<file path="src/rtl/keccak_squeeze_if.sv">
// Squeeze-side handshake bundle: start/length, permutation request/done, state lanes, output stream.
interface keccak_squeeze_if;
    logic                  start;
    logic [15:0]           out_words;
    logic [24:0][63:0]     state_in;
    logic                  perm_req;
    logic                  perm_done;
    logic [63:0]           dout;
    logic                  dout_valid;
    logic                  dout_ready;
    logic                  dout_last;
    logic                  busy;
    logic                  done;

    modport master (
        output start, out_words, state_in, perm_done, dout_ready,
        input  perm_req, dout, dout_valid, dout_last, busy, done
    );

    modport slave (
        input  start, out_words, state_in, perm_done, dout_ready,
        output perm_req, dout, dout_valid, dout_last, busy, done
    );
endinterface

</file>
<file path="src/rtl/keccak_squeeze.sv">
// Keccak squeeze stage: buffers the rate lanes of the permutation state and streams them
// as 64-bit words, requesting a fresh permutation whenever the rate portion is exhausted.
module keccak_squeeze #(
    parameter int unsigned RATE_LANES = 21
) (
    input  logic             clk,
    input  logic             rst,
    keccak_squeeze_if.slave  sq
);

    localparam int unsigned LW = (RATE_LANES > 1) ? $clog2(RATE_LANES) : 1;

    typedef enum logic [1:0] {
        S_IDLE,
        S_STREAM,
        S_PERM_WAIT,
        S_FINISH
    } state_e;

    state_e        state_q, state_d;
    logic [63:0]   rbuf_q [RATE_LANES];
    logic [63:0]   rbuf_d [RATE_LANES];
    logic [LW-1:0] lane_q, lane_d;
    logic [15:0]   rem_q, rem_d;

    logic [63:0]   dout_q, dout_d;
    logic          valid_q, valid_d;
    logic          last_q, last_d;
    logic          preq_q, preq_d;
    logic          busy_q, busy_d;
    logic          done_q, done_d;

    logic          hs;
    logic          latch;

    always_ff @(posedge clk or posedge rst) begin
        if (rst) begin
            state_q <= S_IDLE;
            rbuf_q  <= '{default: '0};
            lane_q  <= '0;
            rem_q   <= '0;
            dout_q  <= '0;
            valid_q <= 1'b0;
            last_q  <= 1'b0;
            preq_q  <= 1'b0;
            busy_q  <= 1'b0;
            done_q  <= 1'b0;
        end else begin
            state_q <= state_d;
            rbuf_q  <= rbuf_d;
            lane_q  <= lane_d;
            rem_q   <= rem_d;
            dout_q  <= dout_d;
            valid_q <= valid_d;
            last_q  <= last_d;
            preq_q  <= preq_d;
            busy_q  <= busy_d;
            done_q  <= done_d;
        end
    end

    always_comb begin
        state_d = state_q;
        lane_d  = lane_q;
        rem_d   = rem_q;
        latch   = 1'b0;
        hs      = (state_q == S_STREAM) && valid_q && sq.dout_ready;
        unique case (state_q)
            S_IDLE: begin
                // busy_q is still high for the cycle right after FINISH
                if (sq.start && !busy_q) begin
                    if (sq.out_words != 16'd0) begin
                        latch   = 1'b1;
                        rem_d   = sq.out_words;
                        lane_d  = '0;
                        state_d = S_STREAM;
                    end else begin
                        state_d = S_FINISH;
                    end
                end
            end
            S_STREAM: begin
                if (hs) begin
                    rem_d = rem_q - 16'd1;
                    if (rem_q == 16'd1) begin
                        state_d = S_FINISH;
                    end else if (lane_q == LW'(RATE_LANES - 1)) begin
                        lane_d  = '0;
                        state_d = S_PERM_WAIT;
                    end else begin
                        lane_d = lane_q + LW'(1);
                    end
                end
            end
            S_PERM_WAIT: begin
                if (sq.perm_done) begin
                    latch   = 1'b1;
                    state_d = S_STREAM;
                end
            end
            S_FINISH: state_d = S_IDLE;
            default:  state_d = S_IDLE;
        endcase

        rbuf_d = rbuf_q;
        if (latch) begin
            for (int unsigned i = 0; i < RATE_LANES; i++) begin
                rbuf_d[LW'(i)] = sq.state_in[5'(i)];
            end
        end
    end

    // Words are loaded from the buffer one cycle after it is latched, so valid rises on
    // the second cycle in STREAM; leaving STREAM drops valid on the handshake edge itself.
    always_comb begin
        valid_d = (state_q == S_STREAM) && (state_d == S_STREAM);
        dout_d  = valid_d ? rbuf_q[lane_d] : dout_q;
        last_d  = valid_d && (rem_d == 16'd1);
        preq_d  = (state_d == S_PERM_WAIT);
        busy_d  = (state_q != S_IDLE);
        done_d  = (state_q == S_FINISH);
    end

    assign sq.dout       = dout_q;
    assign sq.dout_valid = valid_q;
    assign sq.dout_last  = last_q;
    assign sq.perm_req   = preq_q;
    assign sq.busy       = busy_q;
    assign sq.done       = done_q;

endmodule
</file>
<file path="src/flat_wrapper.sv">
// flat-port wrapper written by rule: the top's interface ports become plain ports
module keccak_squeeze_flat 
#(
    parameter int unsigned RATE_LANES = 21
)
  (clk, rst, sq_start, sq_out_words, sq_state_in, sq_perm_done, sq_dout_ready, sq_perm_req, sq_dout, sq_dout_valid, sq_dout_last, sq_busy, sq_done);
  keccak_squeeze_if sq_i ();
  input  logic clk;
  input  logic rst;
  input wire logic [$bits(sq_i.start)-1:0] sq_start;
  input wire logic [$bits(sq_i.out_words)-1:0] sq_out_words;
  input wire logic [$bits(sq_i.state_in)-1:0] sq_state_in;
  input wire logic [$bits(sq_i.perm_done)-1:0] sq_perm_done;
  input wire logic [$bits(sq_i.dout_ready)-1:0] sq_dout_ready;
  output wire logic [$bits(sq_i.perm_req)-1:0] sq_perm_req;
  output wire logic [$bits(sq_i.dout)-1:0] sq_dout;
  output wire logic [$bits(sq_i.dout_valid)-1:0] sq_dout_valid;
  output wire logic [$bits(sq_i.dout_last)-1:0] sq_dout_last;
  output wire logic [$bits(sq_i.busy)-1:0] sq_busy;
  output wire logic [$bits(sq_i.done)-1:0] sq_done;
  assign sq_i.start = sq_start;
  assign sq_i.out_words = sq_out_words;
  assign sq_i.state_in = sq_state_in;
  assign sq_i.perm_done = sq_perm_done;
  assign sq_i.dout_ready = sq_dout_ready;
  assign sq_perm_req = sq_i.perm_req;
  assign sq_dout = sq_i.dout;
  assign sq_dout_valid = sq_i.dout_valid;
  assign sq_dout_last = sq_i.dout_last;
  assign sq_busy = sq_i.busy;
  assign sq_done = sq_i.done;
  keccak_squeeze #(.RATE_LANES(RATE_LANES)) u_core (.clk(clk), .rst(rst), .sq(sq_i));
endmodule
</file>
<file path="config.mk">
export PLATFORM = sky130hd
export DESIGN_NAME = keccak_squeeze_flat
export DESIGN_NICKNAME = d
export VERILOG_FILES = /design/src/rtl/keccak_squeeze_if.sv /design/src/rtl/keccak_squeeze.sv /design/src/flat_wrapper.sv
export SDC_FILE = /design/constraint.sdc
export NUM_CORES = 2
export LEC_CHECK = 0
export CORE_AREA = 2 2 656 658
export CTS_CLUSTER_SIZE = 25
export DETAILED_ROUTE_END_ITERATION = 10
export DIE_AREA = 0 0 658 660
export GPL_TIMING_DRIVEN = 1
export PLACE_DENSITY_LB_ADDON = 0.12
export REMOVE_ABC_BUFFERS = 1
export SLEW_MARGIN = 20
export SYNTH_ARGS = -nofsm -noshare
export SYNTH_HDL_FRONTEND = slang
export SYNTH_SLANG_ARGS = --single-unit
</file>
<file path="constraint.sdc">
create_clock -name clk -period 87.8 [get_ports clk]
set_input_delay 8.78 -clock clk [delete_from_list [all_inputs] [get_ports clk]]
set_output_delay 8.78 -clock clk [all_outputs]
set_load 0.1 [all_outputs]
</file>
Word level (Yosys, flattened, before mapping)
Index checks and enable logic that the tools add are counted.
{"block": "op_classes", "n_mux": 24, "magnitude_cmp": 1, "n_reduce_logical": 9, "n_addsub": 2, "n_bitwise": 1, "eq_ne": 8}
{"operator": "$bmux W64 S5", "count": 1}
{"operator": "$mux W64", "count": 2}
{"operator": "$mux W16", "count": 3}
{"operator": "$eq A16 B1 Y1 const B", "count": 2}
{"operator": "$pmux W16 S2", "count": 1}
{"operator": "$mux W5", "count": 5}
{"operator": "$reduce_bool A16 Y1", "count": 1}
{"operator": "$sub A16 B1 Y16 const B", "count": 1}
{"operator": "$mux W2", "count": 6}
{"operator": "$pmux W5 S2", "count": 1}
{"operator": "$pmux W2 S4", "count": 1}
{"operator": "$eq A2 B2 Y1 const B", "count": 3}
{"operator": "$ge A6 B6 Y1 const B", "count": 1}
{"operator": "$not A5 Y6", "count": 1}
{"operator": "$add A5 B1 Y5 const B", "count": 1}
{"operator": "$eq A5 B5 Y1 const B", "count": 1}
{"operator": "$logic_and A1 B1 Y1", "count": 5}
{"operator": "$eq A2 B1 Y1 const B", "count": 2}
{"operator": "$mux W1", "count": 3}
{"operator": "$logic_not A2 Y1", "count": 1}
{"operator": "$pmux W1 S2", "count": 1}
{"operator": "$reduce_bool A2 Y1", "count": 1}
{"operator": "$logic_not A1 Y1", "count": 1}
{"block": "word_totals", "wordCells": 75, "ff_bits": 1436}

Logic depth before layout (Yosys ltp)
{"block": "depth", "depth_word": 9, "mapped_depth": 14, "depth_no_buf": 11}

Worst setup path after synthesis
Ideal clock, no wire load.
{"block": "synth_timing", "path_type": "input -> register", "start": "input sq_out_words[5]", "end": "register u_core.rbuf_q[641] (netlist name)", "path_slack_ps": 76966, "arrival_time_ps": 10709, "required_ps": 87675, "stages": 8, "cell_sequence": "nor4_1 a41oi_1 and2_1 a31o_2 clkbuf_1 clkbuf_1 buf_2 mux2_2"}
{"block": "synth_via", "elab_chain_cells": 4}
{"item": "start, declared", "line_no": "flat_wrapper.sv:11", "text": "input wire logic [$bits(sq_i.out_words)-1:0] sq_out_words;"}
{"item": "$reduce_bool A16 Y1", "line_no": "keccak_squeeze.sv:72", "text": "if (sq.out_words != 16'd0) begin"}
{"item": "$mux W1", "line_no": "keccak_squeeze.sv:72"}
{"item": "$mux W1", "line_no": "keccak_squeeze.sv:71", "text": "if (sq.start && !busy_q) begin"}
{"item": "$pmux W1 S2", "line_no": "keccak_squeeze.sv:68", "text": "unique case (state_q)"}
{"item": "end signal, assigned", "line_no": "keccak_squeeze.sv:50", "text": "rbuf_q <= rbuf_d;"}
{"item": "end, declared", "line_no": "keccak_squeeze.sv:21", "text": "logic [63:0] rbuf_q [RATE_LANES];"}
No other way between the ends.
A chain may end at the register's enable or synchronous reset.

Final worst setup path
{"block": "layout_timing", "start": "input sq_out_words[10]", "end": "register u_core.rbuf_q[227] (netlist name)"}
The elaborated chain is that of the path after synthesis.

==> out/summary.md <==
The run finished with clean final reports. The remaining number of nets flagged by the antenna check after routing was 0; the clock period minus final worst setup slack was 14,400 ps. Across all setup checks in the final design, the least slack found is 73,400 ps. Clock-pin slew was measured on the worst setup and hold paths at 50 ps. Setup repair after global routing left no endpoint under its margin. The worst setup path is captured at a flop. The largest single stage delay on the critical path is 860 ps. Dividing the detail-routed via count by the number of cells gives 3.974. Number of DRC markers after the initial detailed-route iteration: 2,307.

Data arrives at the worst endpoint at 15,170 ps. The tools report the number of antenna violations at the first check in global routing as 366. For the pin with the worst max-slew slack, the measured transition is 1161 ps. The sequential share of the synthesized area is 0.5506. The residual overflow from global routing was 0. The final period utilization works out to 0.1640.

The H-tree was split into 4 levels. The cell with the largest stage delay on the worst path is sky130_fd_sc_hd__buf_4. Max-slew violation count: 0.

Summing over every cut layer, the via total after detailed routing is 49,210. The first-pass GRT wire length was 466,100 µm. The core region is 0.4267 mm². The met1 track utilization from global routing is 0.1919, and the die outline height is 660 µm. The clock passes through at most 4 buffers. Entering global routing, the biggest net connects 164 pins. Along the worst path, the maximum fanout reaches 136. The biggest area contributor in the post-synthesis netlist is sky130_fd_sc_hd__dfrtp_1. In this run the most used layer during global routing was met2.

The timing-limited maximum frequency came out at 0.06944 GHz. The final-layout fill cell count was 45,750; the initial cell density of the core was 0.1530. The run gives 0 as the number of max-cap violations.

The run gives 0 as the buffers inserted during post-CTS setup optimization. The proportion of register bits with asynchronous set or reset after synthesis is 1.000. The instance count of the mapped netlist is 5,105, and the number of hold buffers added after CTS is 0. The number of buffers and inverters on the critical path is 5.

The count of final hold-check violations is 0. The setup slack at placement is 72,380 ps. The total of flip-flops plus latches after synthesis is 1,436, and the met2 track demand over resource is 0.2597. The congestion estimate from routability-driven global placement came to 0.7685.

The total power density per cell area came out at 36.20 mW/mm². Summed over all cells, the static leakage comes to 0.03973 µW. TritonCTS built the clock tree. The signal on the critical path passes through clkdlybuf4s50_1 > nor4_1 > a41oi_1 > and2_1 > a31o_4 > buf_12 > buf_4 > buf_4 > buf_12 > mux2_2.

The critical path in this run is classified as input port to flop. In this run the count of I/O pins placed on the die edge is 1,690. The length of the first detailed-routing pass in iterations came out at 5.

The buffer type at the clock tree root is sky130_fd_sc_hd__clkbuf_16. The final-report setup violation count was 0; the via count of the first global-routing pass was 51,270. The global-route met3 utilization came out at 0.05009.

Counting distinct cell types in the post-synthesis netlist gives 73. The logs give 0.1555 for the overall global routing resource usage and 0 ps for the total negative slack for setup checks. Clock latency on the worst-skew pair, taken at its later pin, is 920 ps. The cell family contributing the most delay on the critical path is buffers and inverters. The final routed wire length divided by cell count is 28.18 µm, and the number of gates resized after cts is 0.

The top-area cell type share of the netlist area works out to 0.5506. Most instantiated flip-flop cell in the synthesis netlist: sky130_fd_sc_hd__dfrtp_1. The number of clock buffers added by TritonCTS is 202. Data on the critical path is required at its endpoint by 88,560 ps. In this run the tool buffered the top-level ports with 1,433 buffer cells. The net count of the finished layout is 8,078.

By area the synthesized netlist is led by sky130_fd_sc_hd__dfrtp_1 55%, sky130_fd_sc_hd__mux2_2 23%, sky130_fd_sc_hd__mux2i_1 5.3%. On the final layout, the worst clock skew is 65.78 ps. Detailed placement ended at an HPWL of 251,600 µm. The logs give 0 for the post-detailed-route DRC marker count and 0.2233 for the remaining max-slew budget at the tightest pin.

Leaving out fill and tap cells, the most frequent cells in the layout are 1,436 x sky130_fd_sc_hd__dfrtp_1, 1,421 x sky130_fd_sc_hd__clkdlybuf4s50_1, 1,345 x sky130_fd_sc_hd__mux2_2. The most common library cell in the layout ignoring fill and taps is sky130_fd_sc_hd__dfrtp_1. The tools report the category of the worst setup path launch point as an input port. CTS saw 1,436 sinks. The logs give 0.06527 mm² for the post-synthesis instance area and 28.43 µV for the worst voltage drop across the vdd grid. The wire length after detailed routing is 349,000 µm, and the row count is 240.

The synthesized design contains 0 enable-type register cells. The signed area change from the synthesized netlist to the final layout is 42.22%. The die covers 0.4343 mm². The x dimension of the die is 658 µm, and the number of warnings issued by yosys is 0. Dividing the synthesized area by the synthesized cell count gives 12.79 µm².

The fraction of final layout cells with drive strength greater than 1 works out to 0.2773. The worst hold path belongs to the class flop to flop.
cell families (layout without fill, tap and decap cells):
| group | after synthesis | in the layout | share of synthesized area |
|---|---|---|---|
| mux | 1694 | 1694 | 0.2857 |
| flops | 1436 | 1436 | 0.5506 |
| simple gates | 949 | 949 | 0.06301 |
| compound gates | 622 | 622 | 0.06959 |
| buf+inv | 400 | 1909 | 0.03042 |
| fa+ha+maj | 4 | 4 | 0.0007668 |
| other cells | 0 | 83 | 0 |
layer usage:
metal / wire, µm / vias to the layer above
met5: 1353 / -
met2: 165800 / 1550
met1: 147700 / 25150
li1: - / 21470
met4: 9418 / 212
met3: 24710 / 826
per-stage QoR:
step	cell area, µm²	total power, µW	util	hold slack, ps	cells
2_1_floorplan	63340	1973	-	472.5	4719
4_1_cts	92620	3477	0.2170	507.2	12300
6_report	92830	3360	0.2175	501.5	12380
3_5_place_dp	85840	2590	0.2012	494.5	11940
3_3_place_gp	85840	2577	0.2012	487.5	11940
5_1_grt	92700	3586	0.2172	511.6	12330
power breakdown:
group          leakage [µW]  internal (µW)  total (µW)  switching (µW)
Combinational        0.0171            529        1470             936
Clock               0.00332            501         852             352
Sequential           0.0193            905        1040             138
area by class of cell:
| cell class | count | area, µm² | area share |
|---|---|---|---|
| sequential | 1436 | 35930 | 0.3871 |
| multi-input combinational | 3269 | 27470 | 0.2959 |
| timing repair buffer | 1530 | 15230 | 0.1641 |
| tap | 5687 | 7116 | 0.07665 |
| clock buffer | 297 | 5963 | 0.06424 |
| clock inverter | 68 | 809.5 | 0.008721 |
| antenna | 83 | 207.7 | 0.002237 |
| inverter | 14 | 93.84 | 0.001011 |
registers in the layout, indices dropped and copies added, names as in the netlist:
signal / flops
u_core.state_q: 2
u_core.lane_q: 5
u_core.sq.dout_last: 1
u_core.sq.busy: 1
u_core.sq.perm_req: 1
u_core.sq.dout: 64
u_core.sq.done: 1
u_core.rbuf_q: 1344
u_core.rem_q: 16
u_core.sq.dout_valid: 1
worst paths after layout:
path                                           from                  end  slack (ps)  cells past startpoint
worst max-delay path               sq_out_words[10]   u_core.rbuf_q[227]       73400                     10
worst min-delay path            u_core.rbuf_q[1250]  u_core.rbuf_q[1250]         500                      1
worst max register to register       u_core.sq.busy   u_core.rbuf_q[227]       81370                      9
worst min register to register  u_core.rbuf_q[1250]  u_core.rbuf_q[1250]         500                      1
max in group asynchronous                       rst   u_core.rbuf_q[366]       74200                      8
min in group asynchronous                       rst   u_core.rbuf_q[325]        8360                      2
Yosys cell counts, drive strengths merged, types with 2 or more instances:
cell type  count
a221o          7
o2111ai       96
inv           14
a31oi         34
ha             4
a22oi         93
or3            2
nor2b          4
nand2        533
mux2        1346
buf          290
nor3          48
and2           3
and4           2
a41oi         63
a21oi        136
a211o          4
and3           5
dfrtp       1436
and4b          2
nand4          6
a31o           3
o31ai          2
mux2i        348
o221ai         2
o21ai         11
nor2         149
o22ai        126
a2bb2oi       32
or4            4
nor4          11
nand4b         3
clkbuf        96
nor4b          3
nand2b         4
nand3        168
o211ai         3
a32oi          2
Power figures use the tool's default switching activity.
